`src/rtl/uart_script_player_pkg.sv`:
```
// rtl/uart_script_player_pkg.sv - shared FSM encoding and width helpers for the UART script player
package uart_script_player_pkg;

    typedef enum logic [2:0] {
        S_IDLE,
        S_WAIT_RDY,
        S_STROBE,
        S_HOLD,
        S_WAIT_TX,
        S_GAP
    } tx_state_e;

    function automatic int clog2(input int value);
        int r;
        r = 0;
        for (int i = 0; i < 31; i++) begin
            if ((1 << i) < value) r = i + 1;
        end
        return r;
    endfunction

    // bits needed to hold 0..max_value, never less than one
    function automatic int width_for(input int max_value);
        int w;
        w = clog2(max_value + 1);
        return (w < 1) ? 1 : w;
    endfunction

endpackage

```
`src/rtl/uart_rx_fifo.sv`:
```
// rtl/uart_rx_fifo.sv - first-word-fall-through receive FIFO with registered head and flags
module uart_rx_fifo
    import uart_script_player_pkg::*;
#(
    parameter int depth = 8
) (
    input  logic       clk,
    input  logic       reset,
    input  logic       push,
    input  logic [7:0] din,
    input  logic       pop,
    output logic [7:0] q,
    output logic       valid,
    output logic       full,
    output logic       empty
);

    localparam int AW = clog2(depth);
    localparam int CW = AW + 1;

    logic [7:0]    mem [depth];
    logic [AW-1:0] rd_ptr;
    logic [AW-1:0] wr_ptr;
    logic [CW-1:0] count;
    logic [CW-1:0] count_n;
    logic          do_push;
    logic          do_pop;

    assign full    = (count == CW'(depth));
    assign empty   = (count == '0);
    assign do_pop  = pop && !empty;
    // a pop in the same cycle frees the slot, so a full FIFO still accepts the push
    assign do_push = push && (!full || do_pop);
    assign count_n = count + CW'(do_push) - CW'(do_pop);

    always_ff @(posedge clk) begin
        if (do_push) mem[wr_ptr] <= din;
    end

    always_ff @(posedge clk) begin
        if (reset) begin
            rd_ptr <= '0;
            wr_ptr <= '0;
            count  <= '0;
            q      <= '0;
            valid  <= 1'b0;
        end else begin
            if (do_push) wr_ptr <= wr_ptr + 1'b1;
            if (do_pop)  rd_ptr <= rd_ptr + 1'b1;
            count <= count_n;
            valid <= (count_n != '0);
            // head register tracks the entry that will sit at rd_ptr after this edge
            if (do_pop && count > CW'(1)) begin
                q <= mem[AW'(rd_ptr + 1'b1)];
            end else if (do_push && (count == '0 || (do_pop && count == CW'(1)))) begin
                q <= din;
            end
        end
    end

endmodule

```
`src/rtl/uart_script_player.sv`:
```
// rtl/uart_script_player.sv - plays a loaded byte script into a UART and buffers received bytes
module uart_script_player
    import uart_script_player_pkg::*;
#(
    parameter int depth    = 16,
    parameter int gap      = 1000,
    parameter int rx_depth = 8
) (
    input  logic                     clk,
    input  logic                     reset,
    input  logic                     load_we,
    input  logic [clog2(depth)-1:0]  load_adr,
    input  logic [7:0]               load_dat,
    input  logic [clog2(depth):0]    len,
    input  logic                     start,
    input  logic                     loop_en,
    input  logic                     abort,
    output logic                     busy,
    output logic                     done,
    output logic [7:0]               tx_data,
    output logic                     tx_wr,
    input  logic                     tx_busy,
    input  logic [7:0]               rx_data,
    input  logic                     rx_avail,
    output logic                     rx_ack,
    output logic [7:0]               rx_q,
    output logic                     rx_valid,
    input  logic                     rx_pop,
    output logic                     rx_overflow
);

    localparam int AW = clog2(depth);
    localparam int GW = width_for(gap);

    tx_state_e     state;
    tx_state_e     state_n;
    logic [7:0]    script [depth];
    logic [AW-1:0] idx;
    logic [AW-1:0] idx_n;
    logic [AW:0]   len_q;
    logic          loop_q;
    logic          abort_q;
    logic          abort_now;
    logic [GW-1:0] gap_cnt;
    logic          gap_last;
    logic          done_n;
    logic          play_start;
    logic          rx_take;
    logic [7:0]    rx_hold;
    logic          fifo_full;
    logic          fifo_empty;

    assign play_start = (state == S_IDLE) && start && (len != '0);
    assign abort_now  = abort_q || abort;
    assign gap_last   = (gap == 0) || (gap_cnt == GW'(gap - 1));

    always_comb begin
        state_n = state;
        idx_n   = idx;
        done_n  = 1'b0;
        case (state)
            S_IDLE: begin
                if (start) begin
                    if (len == '0) begin
                        done_n = 1'b1;
                    end else begin
                        state_n = S_WAIT_RDY;
                        idx_n   = '0;
                    end
                end
            end
            S_WAIT_RDY: if (!tx_busy) state_n = S_STROBE;
            S_STROBE:   state_n = S_HOLD;
            S_HOLD:     state_n = S_WAIT_TX;
            S_WAIT_TX:  if (!tx_busy) state_n = S_GAP;
            S_GAP: begin
                if (gap_last) begin
                    if (abort_now) begin
                        done_n  = 1'b1;
                        state_n = S_IDLE;
                    end else if (({1'b0, idx} + 1'b1) < len_q) begin
                        idx_n   = idx + 1'b1;
                        state_n = S_WAIT_RDY;
                    end else if (loop_q) begin
                        idx_n   = '0;
                        state_n = S_WAIT_RDY;
                    end else begin
                        done_n  = 1'b1;
                        state_n = S_IDLE;
                    end
                end
            end
            default: state_n = S_IDLE;
        endcase
    end

    always_ff @(posedge clk) begin
        if (reset) begin
            state   <= S_IDLE;
            idx     <= '0;
            len_q   <= '0;
            loop_q  <= 1'b0;
            abort_q <= 1'b0;
            gap_cnt <= '0;
            busy    <= 1'b0;
            done    <= 1'b0;
            tx_wr   <= 1'b0;
            tx_data <= '0;
        end else begin
            state   <= state_n;
            idx     <= idx_n;
            busy    <= (state_n != S_IDLE);
            done    <= done_n;
            tx_wr   <= (state_n == S_STROBE);
            if (state_n == S_STROBE) tx_data <= script[idx_n];
            if (play_start) begin
                len_q  <= len;
                loop_q <= loop_en;
            end
            abort_q <= (state_n == S_IDLE) ? 1'b0 : (abort_q || (state != S_IDLE && abort));
            gap_cnt <= (state == S_GAP && state_n == S_GAP) ? gap_cnt + 1'b1 : '0;
        end
    end

    // script edits are only honoured between playbacks
    always_ff @(posedge clk) begin
        if (load_we && state == S_IDLE) script[load_adr] <= load_dat;
    end

    assign rx_take = rx_avail && !rx_ack;

    always_ff @(posedge clk) begin
        if (reset) begin
            rx_ack      <= 1'b0;
            rx_hold     <= '0;
            rx_overflow <= 1'b0;
        end else begin
            rx_ack <= rx_take;
            if (rx_take) rx_hold <= rx_data;
            if (rx_ack && fifo_full && !(rx_pop && !fifo_empty)) begin
                rx_overflow <= 1'b1;
            end else if (play_start) begin
                rx_overflow <= 1'b0;
            end
        end
    end

    uart_rx_fifo #(
        .depth(rx_depth)
    ) u_rx_fifo (
        .clk  (clk),
        .reset(reset),
        .push (rx_ack),
        .din  (rx_hold),
        .pop  (rx_pop),
        .q    (rx_q),
        .valid(rx_valid),
        .full (fifo_full),
        .empty(fifo_empty)
    );

endmodule

```
`config.mk`:
```
export PLATFORM = sky130hd
export DESIGN_NAME = uart_script_player
export DESIGN_NICKNAME = d
export VERILOG_FILES = /design/src/rtl/uart_script_player_pkg.sv /design/src/rtl/uart_rx_fifo.sv /design/src/rtl/uart_script_player.sv
export SDC_FILE = /design/constraint.sdc
export NUM_CORES = 1
export LEC_CHECK = 0
export ABC_AREA = 1
export BUFFER_PORTS_ARGS = -buffer_cell sky130_fd_sc_hd__buf_4
export CORE_MARGIN = 8
export CORE_UTILIZATION = 50
export CTS_CLUSTER_DIAMETER = 200
export DETAILED_ROUTE_END_ITERATION = 12
export PLACE_DENSITY = 0.67
export SETUP_SLACK_MARGIN = 0.5
export SYNTH_ARGS = -nofsm -noshare
export SYNTH_HDL_FRONTEND = slang
export SYNTH_SLANG_ARGS = --single-unit
```
`constraint.sdc`:
```
create_clock -name clk -period 2.8 [get_ports clk]
set_input_delay 0.28 -clock clk [delete_from_list [all_inputs] [get_ports clk]]
set_output_delay 0.28 -clock clk [all_outputs]
set_load 0.02 [all_outputs]
```
==> metrics <==
status=finished clean; slowest stage delay, CP=410 ps; unrepaired setup endpoints after global routing=yes; Post-synth ARST share=0%; Top Family by Delay on Critical Path=simple AND/OR/NAND/NOR gates; Avg Cell Area, Syn=10.19 sq um; # H-tree levels=1; share of cells above drive strength 1=20.72%; gpl congestion=0.8183; Tot GR Track Use=18.93%; final hold vios=0; First DRT Iteration DRCs=640; min cycle time layout=2664 ps; Final Non-Filler Cells=1525; worst skew pair latency=530 ps; Most Crowded Layer GR=met2; crit-path cells=ha_4, xor2_2, ha_1, nand2_1, nand2_1, nand2_1, nand3_2, inv_2, nand2_1, o21ai_4, clkbuf_16, nand3_1, nand3_1, nand3_1, nand2_1, inv_1; pwr/cell area=707.5 mW/mm^2; CTS Buffer Depth=3; Slew @ Worst Pin=716.5 ps; WP data required=3230 ps; final period utilization=95.13%; Setup TNS=0 ps; number of global-route vias before repair=8164; Die Wd=165.7 microns; synthesized cell area=0.01121 sq mm; Worst slew margin=52.18%; Slew Limit Fails=0; syn_nets=1149; Main synth FF type=edfxtp_1; Final setup viols=0; startpoint types=register; minimum hold slack=12.30 ps; TritonCTS buffer count=28; initial antenna violation count=0; Max Clock Skew=10.88 ps; grt met1 use=24.10%; first-pass GRT wire length=42940 microns; met3 Resource Use GR=5.064%; # Max-Cap Violations=0; Crit path top cell by count=nand2_1; routing usage on met2=30.91%; Worst setup EP type=register; Synth Register Bits=256; DR WL/cell=17.92 microns; critical path type=register to register; dpl cells=1431; drt drc=0; CP max stage cell=o21ai_4; Initial Util=51.21%; largest net degree at the start of global routing=35; die height=165.7 microns; CP Data Arrival Time=3090 ps; WP buf/inv=3; sequential share of the synthesized area=62.86%; port bufs=55; Synth cell types=40; cell area after layout=0.01398 sq mm; row count=54; hpwl dp=16280 microns; CORE AREA=0.02189 sq mm; hold crit path type=input port to register; warnings from Yosys=0; FMAX=375.4 MHz; total routed wirelength=27320 microns; Area growth syn-to-layout=24.75%; CP max FO=6; I/O Pins=56; CTS sink cnt=256; Lkg Pwr=5.652 nW; aggregate global routing overflow=0; Routed Antenna Nets=0; Max VDD drop=515.5 uV; CTS tree=yes; n_diodes=0; drt first pass iters=5; Clock Tree Root=clkbuf_16; Synth Instances=1100; Total Die Area=0.02747 sq mm; # nets final=1272; Vias=8286; Power Total=9.894 mW; placed cell area=0.01209 sq mm; routed vias/inst=5.433; CTS clk-pin slew, worst paths=60 ps; Post-synth EDFFs=192
## cells in the final DEF (no fill, tap or decap), types with 8 or more instances in the layout
master / instances
a21oi_1: 26
buf_12: 10
buf_4: 105
clkbuf_16: 31
clkinv_1: 8
dfxtp_1: 61
edfxtp_1: 192
ha_1: 12
inv_1: 146
nand2_1: 115
nand2_2: 14
nand3_1: 137
nand3_2: 30
nand3b_1: 32
nor2_1: 144
nor3_1: 11
o21ai_0: 57
o221ai_1: 8
o32ai_1: 8
## routing by layer
layer  vias up  wire [microns]
met5         -               0
met4         0             761
met3        65            2489
met2       340           12700
met1      3904           11370
li1       3977               -
## worst paths after layout
kind / end / cells after the start / slack [ps] / startpoint
max: tx_data[3] / 16 / 140 / idx[0]
min reg2reg: gap_cnt[0] / 1 / 450 / gap_cnt[0]
min: rx_hold[5] / 3 / 10 / rx_data[5]
max reg2reg: tx_data[3] / 16 / 140 / idx[0]
## Yosys cell counts (3+ instances only)
| library cell | number | area, sq um |
|---|---|---|
| o32ai_1 | 8 | 70.07 |
| o21ai_0 | 57 | 285.3 |
| nor3_1 | 11 | 55.05 |
| inv_2 | 5 | 18.77 |
| nand2_2 | 3 | 18.77 |
| xor2_1 | 5 | 43.79 |
| a21oi_1 | 28 | 140.1 |
| nand2_1 | 129 | 484.2 |
| edfxtp_1 | 192 | 5766 |
| buf_6 | 14 | 157.7 |
| clkbuf_1 | 18 | 67.56 |
| buf_4 | 3 | 22.52 |
| nand3b_1 | 32 | 240.2 |
| buf_2 | 10 | 50.05 |
| ha_1 | 14 | 175.2 |
| clkinv_1 | 3 | 11.26 |
| inv_1 | 148 | 555.5 |
| dfxtp_1 | 64 | 1281 |
| nor3b_1 | 4 | 30.03 |
| xnor2_1 | 3 | 26.28 |
| o221ai_1 | 8 | 70.07 |
| nand4_1 | 4 | 25.02 |
| nand2_4 | 3 | 33.78 |
| nand3_1 | 167 | 835.8 |
| nor2_1 | 148 | 555.5 |
## cell type report
cell class	count	area, sq um
Clock buffer	37	765.7
Clock inverter	15	221.5
Fill cell	1694	7908
Inverter	157	599.3
Multi-Input combinational cell	642	3588
Sequential cell	256	7058
Tap cell	280	350.3
Timing Repair Buffer	136	1388
Timing Repair inverter	2	12.51
## cells by family (layout without fill, tap and decap cells)
family / after synthesis / after routing / synth area share, %
compound gates: 107 / 107 / 5.514
xor+xnor: 8 / 8 / 0.6251
fa+ha+maj: 15 / 15 / 1.741
buf+inv: 203 / 347 / 7.970
flops: 256 / 256 / 62.86
simple gates: 511 / 512 / 21.29
## report_power, final
part | internal (mW) | switching (mW)
combinational | 0.583 | 1.04
sequential | 4.26 | 0.112
clock | 2.47 | 1.43
total | 7.31 | 2.58
## per-stage QoR
stage	utilization [%]	setup WS, ps
after floorplan	-	511.4
after global placement	55.22	133.2
after detailed placement	55.22	82.07
after CTS	62.78	194.7
after global routing	63.88	4.901
final	63.88	136.3
## what timing repair did
| action | in CTS | in global routing |
|---|---|---|
| gates cloned | 9 | 3 |
| pin swaps | 35 | 27 |
| endpoints found under the hold margin | 3 | 0 |
| setup endpoints to repair | 9 | 157 |
| gates resized for setup | 55 | 41 |
| hold buffers | 3 | 0 |
| setup buffers | 21 | 6 |
## worst register-to-register path: stages, from the launching register on
cell       delay [ps]
dfxtp_4           360
ha_4              170
xor2_2            140
ha_1              290
nand2_1            70
nand2_1            60
nand2_1           100
nand3_2           100
inv_2             110
nand2_1           100
o21ai_4           410
clkbuf_16         260
nand3_1           100
nand3_1           100
nand3_1            60
nand2_1            90
inv_1              30
## state kept, by name, summed over array words and instances, names as in the netlist, 3 cells and up
signal            flops
script              128
u_rx_fifo.mem        64
gap_cnt              10
rx_hold               8
tx_data               8
u_rx_fifo.q           8
len_q                 5
idx                   4
u_rx_fifo.count       4
state                 3
u_rx_fifo.rd_ptr      3
u_rx_fifo.wr_ptr      3
(Power assumes the default switching activity.)
